**config.mk**
```make
export PLATFORM = sky130hd
export DESIGN_NAME = move_engine_flat
export DESIGN_NICKNAME = d
export VERILOG_FILES = /design/src/rtl/move_engine_if.sv /design/src/rtl/move_engine.sv /design/src/flat_wrapper.sv
export SDC_FILE = /design/constraint.sdc
export NUM_CORES = 1
export LEC_CHECK = 0
export ABC_AREA = 1
export BUFFER_PORTS_ARGS = -buffer_cell sky130_fd_sc_hd__buf_2
export CAP_MARGIN = 20
export CORE_ASPECT_RATIO = 1.75
export CORE_MARGIN = 2
export CORE_UTILIZATION = 35
export DETAILED_ROUTE_END_ITERATION = 8
export MAX_ROUTING_LAYER = met4
export PLACE_DENSITY = 0.58
export SKIP_LAST_GASP = 1
export SLEW_MARGIN = 20
export SYNTH_ARGS = -nofsm -noshare
export SYNTH_HDL_FRONTEND = slang
export SYNTH_SLANG_ARGS = --single-unit
```
**constraint.sdc**
```tcl
create_clock -name clk -period 1.7 [get_ports clk]
set_input_delay 0.17 -clock clk [delete_from_list [all_inputs] [get_ports clk]]
set_output_delay 0.17 -clock clk [all_outputs]
set_load 0.005 [all_outputs]
```
**src/rtl/move_engine_if.sv**
```systemverilog
// Handshake and result bundle between the move decoder and move_engine.
//   master: drives move_req / pl_move / pp_restore, observes results.
//   slave : move_engine side.
interface move_engine_if #(
  parameter int unsigned SEL_W = 2,
  parameter int unsigned DMG_W = 4,
  parameter int unsigned PP_W  = 4
) ();
  logic             move_req;
  logic [SEL_W-1:0] pl_move;
  logic             pp_restore;
  logic             move_ready;
  logic             move_done;
  logic [DMG_W-1:0] dmg;
  logic [3:0]       accu;
  logic             hit;
  logic             no_pp;
  logic             bad_move;
  logic [PP_W-1:0]  pp_left;

  modport master (
    output move_req, pl_move, pp_restore,
    input  move_ready, move_done, dmg, accu, hit, no_pp, bad_move, pp_left
  );

  modport slave (
    input  move_req, pl_move, pp_restore,
    output move_ready, move_done, dmg, accu, hit, no_pp, bad_move, pp_left
  );
endinterface

```
**src/rtl/move_engine.sv**
```systemverilog
// Move-resolution engine: latches a move request, looks up damage/accuracy/PP
// from parameter tables, tracks remaining PP per slot, rolls hit/miss against
// a 4-bit LFSR and presents the result with a one-cycle move_done pulse.
// Ports:
//   clk    - system clock, rising edge
//   resetn - asynchronous active-low reset
//   bus    - move_engine_if.slave: request (move_req, pl_move, pp_restore),
//            status (move_ready, move_done) and results (dmg, accu, hit,
//            no_pp, bad_move, pp_left)
module move_engine #(
  parameter int unsigned                 NUM_MOVES = 4,
  parameter int unsigned                 SEL_W     = 2,
  parameter int unsigned                 DMG_W     = 4,
  parameter int unsigned                 PP_W      = 4,
  parameter logic [NUM_MOVES*DMG_W-1:0] DMG_TABLE = {4'd11, 4'd5, 4'd3, 4'd1},
  parameter logic [NUM_MOVES*4-1:0]     ACC_TABLE = {4'd3, 4'd7, 4'd8, 4'd10},
  parameter logic [NUM_MOVES*PP_W-1:0]  PP_TABLE  = {4'd5, 4'd10, 4'd15, 4'd15},
  parameter logic [3:0]                 LFSR_SEED = 4'b0001
) (
  input logic          clk,
  input logic          resetn,
  move_engine_if.slave bus
);

  // An all-zero seed would lock the LFSR at zero.
  localparam logic [3:0] SeedEff = (LFSR_SEED == 4'd0) ? 4'b0001 : LFSR_SEED;

  typedef enum logic [1:0] {StIdle, StLookup, StResolve} state_e;

  state_e           state_q, state_d;
  logic [SEL_W-1:0] sel_q;
  logic [3:0]       lfsr_q;
  logic [PP_W-1:0]  pp_q [NUM_MOVES];

  // Table values registered during LOOKUP.
  logic [DMG_W-1:0] tdmg_q;
  logic [3:0]       tacc_q;
  logic             bad_q;

  // Last result, held between done pulses.
  logic [DMG_W-1:0] dmg_q;
  logic [3:0]       accu_q;
  logic             hit_q, no_pp_q, bad_move_q;
  logic [PP_W-1:0]  pp_left_q;

  logic [DMG_W-1:0] lk_dmg;
  logic [3:0]       lk_acc;
  logic [PP_W-1:0]  lk_pp_max, cur_pp;
  logic             sel_valid;

  logic             done, pp_dec;
  logic [DMG_W-1:0] res_dmg;
  logic [3:0]       res_acc;
  logic             res_hit, res_no_pp, res_bad;
  logic [PP_W-1:0]  res_pp;

  // Slot lookup; out-of-range selects leave everything at zero.
  always_comb begin
    lk_dmg    = '0;
    lk_acc    = '0;
    lk_pp_max = '0;
    cur_pp    = '0;
    for (int i = 0; i < NUM_MOVES; i++) begin
      if (sel_q == SEL_W'(i)) begin
        lk_dmg    = DMG_TABLE[i*DMG_W +: DMG_W];
        lk_acc    = ACC_TABLE[i*4 +: 4];
        lk_pp_max = PP_TABLE[i*PP_W +: PP_W];
        cur_pp    = pp_q[i];
      end
    end
  end

  assign sel_valid = (32'(sel_q) < NUM_MOVES);

  always_comb begin
    state_d = state_q;
    unique case (state_q)
      StIdle:    if (bus.move_req) state_d = StLookup;
      StLookup:  state_d = StResolve;
      StResolve: state_d = StIdle;
      default:   state_d = StIdle;
    endcase
  end

  assign done = (state_q == StResolve);

  // Resolution. PP is read live in RESOLVE so a restore during LOOKUP is seen.
  always_comb begin
    res_dmg   = '0;
    res_acc   = '0;
    res_hit   = 1'b0;
    res_no_pp = 1'b0;
    res_bad   = 1'b0;
    res_pp    = '0;
    pp_dec    = 1'b0;
    if (bad_q) begin
      res_bad = 1'b1;
    end else if (cur_pp == '0) begin
      // Struggle
      res_dmg   = DMG_W'(1);
      res_acc   = 4'hF;
      res_hit   = 1'b1;
      res_no_pp = 1'b1;
    end else begin
      res_acc = tacc_q;
      res_hit = (lfsr_q <= tacc_q);
      res_dmg = res_hit ? tdmg_q : '0;
      pp_dec  = done;
      // A coinciding restore wins over the decrement.
      res_pp  = bus.pp_restore ? lk_pp_max : (cur_pp - PP_W'(1));
    end
  end

  assign bus.move_ready = (state_q == StIdle);
  assign bus.move_done  = done;
  assign bus.dmg        = done ? res_dmg   : dmg_q;
  assign bus.accu       = done ? res_acc   : accu_q;
  assign bus.hit        = done ? res_hit   : hit_q;
  assign bus.no_pp      = done ? res_no_pp : no_pp_q;
  assign bus.bad_move   = done ? res_bad   : bad_move_q;
  assign bus.pp_left    = done ? res_pp    : pp_left_q;

  always_ff @(posedge clk or negedge resetn) begin
    if (!resetn) begin
      state_q    <= StIdle;
      sel_q      <= '0;
      lfsr_q     <= SeedEff;
      tdmg_q     <= '0;
      tacc_q     <= '0;
      bad_q      <= 1'b0;
      dmg_q      <= '0;
      accu_q     <= '0;
      hit_q      <= 1'b0;
      no_pp_q    <= 1'b0;
      bad_move_q <= 1'b0;
      pp_left_q  <= '0;
    end else begin
      state_q <= state_d;
      lfsr_q  <= {lfsr_q[2:0], lfsr_q[3] ^ lfsr_q[2]};
      if (state_q == StIdle && bus.move_req) begin
        sel_q <= bus.pl_move;
      end
      if (state_q == StLookup) begin
        tdmg_q <= lk_dmg;
        tacc_q <= lk_acc;
        bad_q  <= !sel_valid;
      end
      if (done) begin
        dmg_q      <= res_dmg;
        accu_q     <= res_acc;
        hit_q      <= res_hit;
        no_pp_q    <= res_no_pp;
        bad_move_q <= res_bad;
        pp_left_q  <= res_pp;
      end
    end
  end

  always_ff @(posedge clk or negedge resetn) begin
    if (!resetn) begin
      for (int i = 0; i < NUM_MOVES; i++) pp_q[i] <= PP_TABLE[i*PP_W +: PP_W];
    end else if (bus.pp_restore) begin
      for (int i = 0; i < NUM_MOVES; i++) pp_q[i] <= PP_TABLE[i*PP_W +: PP_W];
    end else if (pp_dec) begin
      for (int i = 0; i < NUM_MOVES; i++) begin
        if (sel_q == SEL_W'(i)) pp_q[i] <= cur_pp - PP_W'(1);
      end
    end
  end

endmodule

```
**src/flat_wrapper.sv**
```systemverilog
// flat-port wrapper written by rule: the top's interface ports become plain ports
module move_engine_flat 
#(
  parameter int unsigned                 NUM_MOVES = 4,
  parameter int unsigned                 SEL_W     = 2,
  parameter int unsigned                 DMG_W     = 4,
  parameter int unsigned                 PP_W      = 4,
  parameter logic [NUM_MOVES*DMG_W-1:0] DMG_TABLE = {4'd11, 4'd5, 4'd3, 4'd1},
  parameter logic [NUM_MOVES*4-1:0]     ACC_TABLE = {4'd3, 4'd7, 4'd8, 4'd10},
  parameter logic [NUM_MOVES*PP_W-1:0]  PP_TABLE  = {4'd5, 4'd10, 4'd15, 4'd15},
  parameter logic [3:0]                 LFSR_SEED = 4'b0001
)
  (clk, resetn, bus_move_req, bus_pl_move, bus_pp_restore, bus_move_ready, bus_move_done, bus_dmg, bus_accu, bus_hit, bus_no_pp, bus_bad_move, bus_pp_left);
  move_engine_if #(.SEL_W(SEL_W), .DMG_W(DMG_W), .PP_W(PP_W)) bus_i ();
  input logic clk;
  input logic resetn;
  input wire logic [$bits(bus_i.move_req)-1:0] bus_move_req;
  input wire logic [$bits(bus_i.pl_move)-1:0] bus_pl_move;
  input wire logic [$bits(bus_i.pp_restore)-1:0] bus_pp_restore;
  output wire logic [$bits(bus_i.move_ready)-1:0] bus_move_ready;
  output wire logic [$bits(bus_i.move_done)-1:0] bus_move_done;
  output wire logic [$bits(bus_i.dmg)-1:0] bus_dmg;
  output wire logic [$bits(bus_i.accu)-1:0] bus_accu;
  output wire logic [$bits(bus_i.hit)-1:0] bus_hit;
  output wire logic [$bits(bus_i.no_pp)-1:0] bus_no_pp;
  output wire logic [$bits(bus_i.bad_move)-1:0] bus_bad_move;
  output wire logic [$bits(bus_i.pp_left)-1:0] bus_pp_left;
  assign bus_i.move_req = bus_move_req;
  assign bus_i.pl_move = bus_pl_move;
  assign bus_i.pp_restore = bus_pp_restore;
  assign bus_move_ready = bus_i.move_ready;
  assign bus_move_done = bus_i.move_done;
  assign bus_dmg = bus_i.dmg;
  assign bus_accu = bus_i.accu;
  assign bus_hit = bus_i.hit;
  assign bus_no_pp = bus_i.no_pp;
  assign bus_bad_move = bus_i.bad_move;
  assign bus_pp_left = bus_i.pp_left;
  move_engine #(.NUM_MOVES(NUM_MOVES), .SEL_W(SEL_W), .DMG_W(DMG_W), .PP_W(PP_W), .DMG_TABLE(DMG_TABLE), .ACC_TABLE(ACC_TABLE), .PP_TABLE(PP_TABLE), .LFSR_SEED(LFSR_SEED)) u_core (.clk(clk), .resetn(resetn), .bus(bus_i));
endmodule
```
Yosys cells after proc, flatten, opt, wreduce, memory -nomap -nowiden
Cells that the tools add are included.
{ "totals": {"regBits": 47, "inputBits": 6, "output_inout_bits": 17, "wordCells": 75} }
{ "op_classes": {"n_addsub": 1, "magnitude_cmp": 1, "n_eq_ne": 6, "n_mux": 38, "bitwise_logic": 1, "n_reduce_logical": 13} }
{ "op_table": {"columns": ["operator", "count"], "rows": [
  ["$mux 4", 27],
  ["$mux 16", 2],
  ["$reduce_bool 2->1", 5],
  ["$reduce_and 2->1", 4],
  ["$mux 1", 7],
  ["$eq 2x2->1 const B", 3],
  ["$eq 2x1->1 const B", 2],
  ["$le 4x4->1", 1],
  ["$logic_not 2->1", 2],
  ["$logic_not 4->1", 1],
  ["$pmux 2 s2", 1],
  ["$sub 4x1->4 const B", 1],
  ["$mux 2", 1],
  ["$ne 2x2->1 const B", 1],
  ["$logic_and 1x1->1", 1],
  ["$xor 1x1->1", 1]
]} }

Depth between registers and ports, before layout
{ "logic_depth": {"depth_word": 9, "depth_mapped": 11, "mapped_depth_nobuf": 10} }

Least setup slack after synthesis
Ideal clock, no wire load.
{ "synth_path": {"path_type": "reg-to-output", "from": "reg u_core.sel_q[0]", "to": "out bus_pp_left[2]", "t_arrival_ps": 1633, "t_required_ps": 1530, "setup_slack_ps": -103, "stages_incl_launch_ff": 12, "path_buffers": 1, "path_cell_list": "dfrtp_1 buf_2 nor2_4 nand2_1 nand3_1 nand2_2 ha_1 nand3_4 nand2_2 inv_2 nand3_1 nand2_1"} }
{ "synth_between": {"elab_chain_cells": 9, "elab_cells_between_ends": 17, "cone_classes": "1 x add/sub; 3 x eq/ne; 11 x mux; 2 x reduce/logical"} }
{ "synth_lines": {"columns": ["element", "line", "rtl"], "rows": [
  ["from (decl)", "move_engine.sv:31", "logic [SEL_W-1:0] sel_q;"],
  ["from (signal assigned)", "move_engine.sv:141", "sel_q <= bus.pl_move;"],
  ["$logic_not 2->1", "move_engine.sv:64", "if (sel_q == SEL_W'(i)) begin"],
  ["$mux 4 (4 in a row)", "move_engine.sv:64", null],
  ["$sub 4x1->4", "move_engine.sv:110", "res_pp = bus.pp_restore ? lk_pp_max : (cur_pp - PP_W'(1));"],
  ["$mux 4", "move_engine.sv:110", null],
  ["$mux 4 *", "move_engine.sv:98", "end else if (cur_pp == '0) begin"],
  ["$mux 4 *", "move_engine.sv:121", "assign bus.pp_left = done ? res_pp : pp_left_q;"],
  ["to (decl)", "flat_wrapper.sv:27", "output wire logic [$bits(bus_i.pp_left)-1:0] bus_pp_left;"]
]} }
Every way passes the cells marked *; elsewhere a longest branch is shown, timed or not.

Final worst setup path
{ "layout_path": {"from": "reg u_core.sel_q[1]", "to": "out bus_pp_left[1]"} }
Same word-level chain as after synthesis.

==> flow_summary.toml <==
[timing]
fin_skew_ns = 0.01123
holdWs_ns = 0.07122
setup_viol_count_final = 31
slew-limit-headroom = 0.6303
fmax_ghz = 0.4601
finalMaxSlewViolations = 0
setup_slack_ns = -0.4735
min_period_ns = 2.174
rsz0062_at_grt = "true"
tightest_slew_ns = 0.5545
hold_viol_final = 0
fin_crit_sh = 1.279

[grt]
gr-total-overflow = 0
grt_pass1_vias = 1962
grt_pass1_wl_microns = 9625
grt_usage = 0.1974
grt_antenna_before_repair = 0
grt_start_max_net_pins = 25

[die]
die_h_microns = 106.6
num_io_pins = 23
dieArea_sq_um = 6674
design.core.area_sq_um = 5833
start_util = 0.3608
rows = 37
die_x_microns = 62.62

[clock_tree]
cts_made_buffers = 5
clock-root-buffer = "clkbuf_8"
cts.clk_slew.worst_paths_ns = 0.08
htreeDepth = 2
cts.sinks = 46
clk_latency_ns = 0.32
cts_buffer_depth = 2
cts_tree = "yes"

[synth]
synth_top_area_share = 0.3924
seq_area_frac_synth = 0.5547
synthesis.nets = 251
yosysMostFrequentCell = "nand2_1"
synth.top_cells.by_area = "dfrtp_1 (39%), dfstp_2 (16%), nand2_1 (13%)"
ys.warnings.count = 0
synth_flop_cell = "dfrtp_1"
synth_top_area_cell = "dfrtp_1"
synth_cell_type_count = 24
synth_seq_cells = 46
syn_inst = 240
synth.avg_cell_area_sq_um = 8.769
async_flop_share = 1.000
ys_top_cells_by_count = "nand2_1 (71), dfrtp_1 (33), nand3_1 (31)"
synth_area_sq_um = 2105
synth_edf_count = 0

[worst_setup_path]
crit_path_end_kind = "primary output"
cp_max_fo = 6
crit_path_frequent_cell = "nand2_1"
critPathSlowestCell = "dfrtp_2"
r2r-end = "u_core.pp_q[14]$_DFFE_PN1P_"
ff2ff_setup_slack_ns = -0.25
slowest_delay_ns = 0.49
start_kind = "flop"
path_cells = "buf_6 > inv_2 > nand3_1 > nand3_2 > nand2_4 > nand3_4 > nand2_8 > nor2_4 > nand2_1 > nand2_1 > buf_2"
worstSetupPathType = "flop to primary output"
critPathRequiredTime_ns = 1.53
worstPathArrival_ns = 2.00
rr_worst_depth = 12
r2r-start = "u_core.sel_q[1]$_DFFE_PN0P_"

[power_and_ir_drop]
swShare = 0.3784
seqPwrFrac = 0.352
intPower_uw = 3027
p_leak_uw = 0.001442
p_comb_frac = 0.477
pwr_density_cell_nw_per_um2 = 1615
p_clk_frac = 0.171
vdd_drop_max_mv = 0.4908
p_switching_uw = 1843

[cells_and_area]
postLayoutCoreUtil = 0.5169
antenna_cells = 0
area_growth_pct = 43.28
multiInputGateArea_sq_um = 1086
fill_cells = 555
fin_nets = 317
register_area_sq_um = 1170
drive_gt1_frac = 0.4397

[route]
dr_total_vias = 1906
drt_first_pass_iters = 4
ant_nets = 0
viasPerCell = 4.951
drt-total-wl_microns = 5809
wl_per_cell_microns = 15.09
drtIter0Drc = 96
post-route-drc-count = 0

[min_path]
hold_path_depth = 3
hold_start = "bus_pl_move[0]"
hold_path_class = "input port to flop"
holdPathEnd = "u_core.sel_q[0]$_DFFE_PN0P_"

[status]
violations = "setup timing"
outcome = "finished with violations"

[place]
dp_hpwl_microns = 4252
routabilityCongestion = 0.9567
io_buffers = 22

[run]
cap_violations = 0
through the flow:
| step | setup WS (ns) | total power (uW) | TNS, ns | std cells | area [sq um] |
|---|---|---|---|---|---|
| 3_3_place_gp | -0.3297 | 3448 | -7.402 | 365 | 2576 |
| 4_1_cts | -0.4379 | 4721 | -8.140 | 382 | 2925 |
| 5_1_grt | -0.5920 | 5187 | -11.48 | 385 | 3015 |
| 6_report | -0.4735 | 4869 | -8.869 | 385 | 3015 |
| 3_5_place_dp | -0.3647 | 3493 | -9.427 | 365 | 2576 |
| 2_1_floorplan | -0.003372 | 2630 | -0.003372 | 240 | 2146 |
per-layer routing:
metal | GRT usage | part of all wire
met1 | 0.1793 | 0.33
met2 | 0.3594 | 0.57
met3 | 0.03673 | 0.033
met4 | 0.1476 | 0.062
met5 | - | 0
layout make-up:
cell class,count,share of cell area
clock buffer,5,0.02282
clock inverter,3,0.01494
inverter,17,0.02531
multi-input combinational,172,0.3602
sequential,46,0.3880
tap,78,0.03237
timing repair buffer,64,0.1564
layout by cell type (no fill, tap or decap), types with 2 or more instances in the layout:
master	n
a21oi_2	4
nor2_4	2
dfrtp_1	31
inv_1	13
nand3_4	4
o21ai_1	7
dfstp_2	13
nand4_1	4
o21ai_2	3
ha_1	4
nor2_1	17
buf_12	2
dfrtp_2	2
buf_4	34
nand2_4	6
nand3_1	19
buf_2	22
or2_4	3
nand3_2	12
nand2_1	61
o21ai_0	8
a21oi_1	2
inv_2	2
nand2_2	6
buf_6	5
clkbuf_8	5
clkinvlp_4	2
state kept, by name, summed over array words and instances (netlist names):
register / cells
u_core.pp_q: 16
u_core.accu_q: 4
u_core.dmg_q: 4
u_core.lfsr_q: 4
u_core.pp_left_q: 4
u_core.tdmg_q: 4
u_core.tacc_q: 3
u_core.sel_q: 2
u_core.state_q: 2
u_core.bad_move_q: 1
u_core.hit_q: 1
u_core.no_pp_q: 1
worst max path at each step:
| stage | slack (ns) | from | endpoint |
|---|---|---|---|
| floorplan | -0.003 | u_core.sel_q[0]$_DFFE_PN0P_ | bus_pp_left[2] |
| global placement | -0.33 | u_core.sel_q[1]$_DFFE_PN0P_ | bus_pp_left[2] |
| detailed placement | -0.36 | u_core.sel_q[1]$_DFFE_PN0P_ | bus_pp_left[2] |
| CTS | -0.44 | u_core.sel_q[0]$_DFFE_PN0P_ | bus_pp_left[2] |
| global route | -0.59 | u_core.tacc_q[1]$_DFFE_PN0N_ | bus_dmg[2] |
| finish | -0.47 | u_core.sel_q[1]$_DFFE_PN0P_ | bus_pp_left[1] |
what timing repair did:
item,4_1_cts,5_1_grt
hold buffers,1,0
setup buffers,8,3
setup endpoints to repair,44,32
pin swaps,18,10
hold endpoints to repair,10,0
gates resized for setup,48,16
critical path: cells and delay by family (launching register included):
| family | cells | cell delay [ns] |
|---|---|---|
| and+or+nand+nor | 8 | 0.84 |
| DFF | 1 | 0.49 |
| buffers and inverters | 3 | 0.36 |
kinds of logic after synthesis:
| family | Yosys count | share of synthesized area |
|---|---|---|
| buffers and inverters | 22 | 0.04221 |
| XOR/XNOR | 2 | 0.008325 |
| flip-flops | 46 | 0.5547 |
| AO/OA/AOI/OAI | 27 | 0.06718 |
| adder cells (fa/ha/maj) | 5 | 0.02973 |
| AND/OR/NAND/NOR | 138 | 0.2979 |
power by group through the flow:
stage	Sequential (uW)	Combinational, uW	Clock (uW)
floorplan	1620	1010	0
global placement	1680	1770	0
detailed placement	1700	1790	0
CTS	1710	2160	858
global route	1740	2550	899
finish	1710	2320	834
No activity file was read; power rests on OpenSTA's default activity.
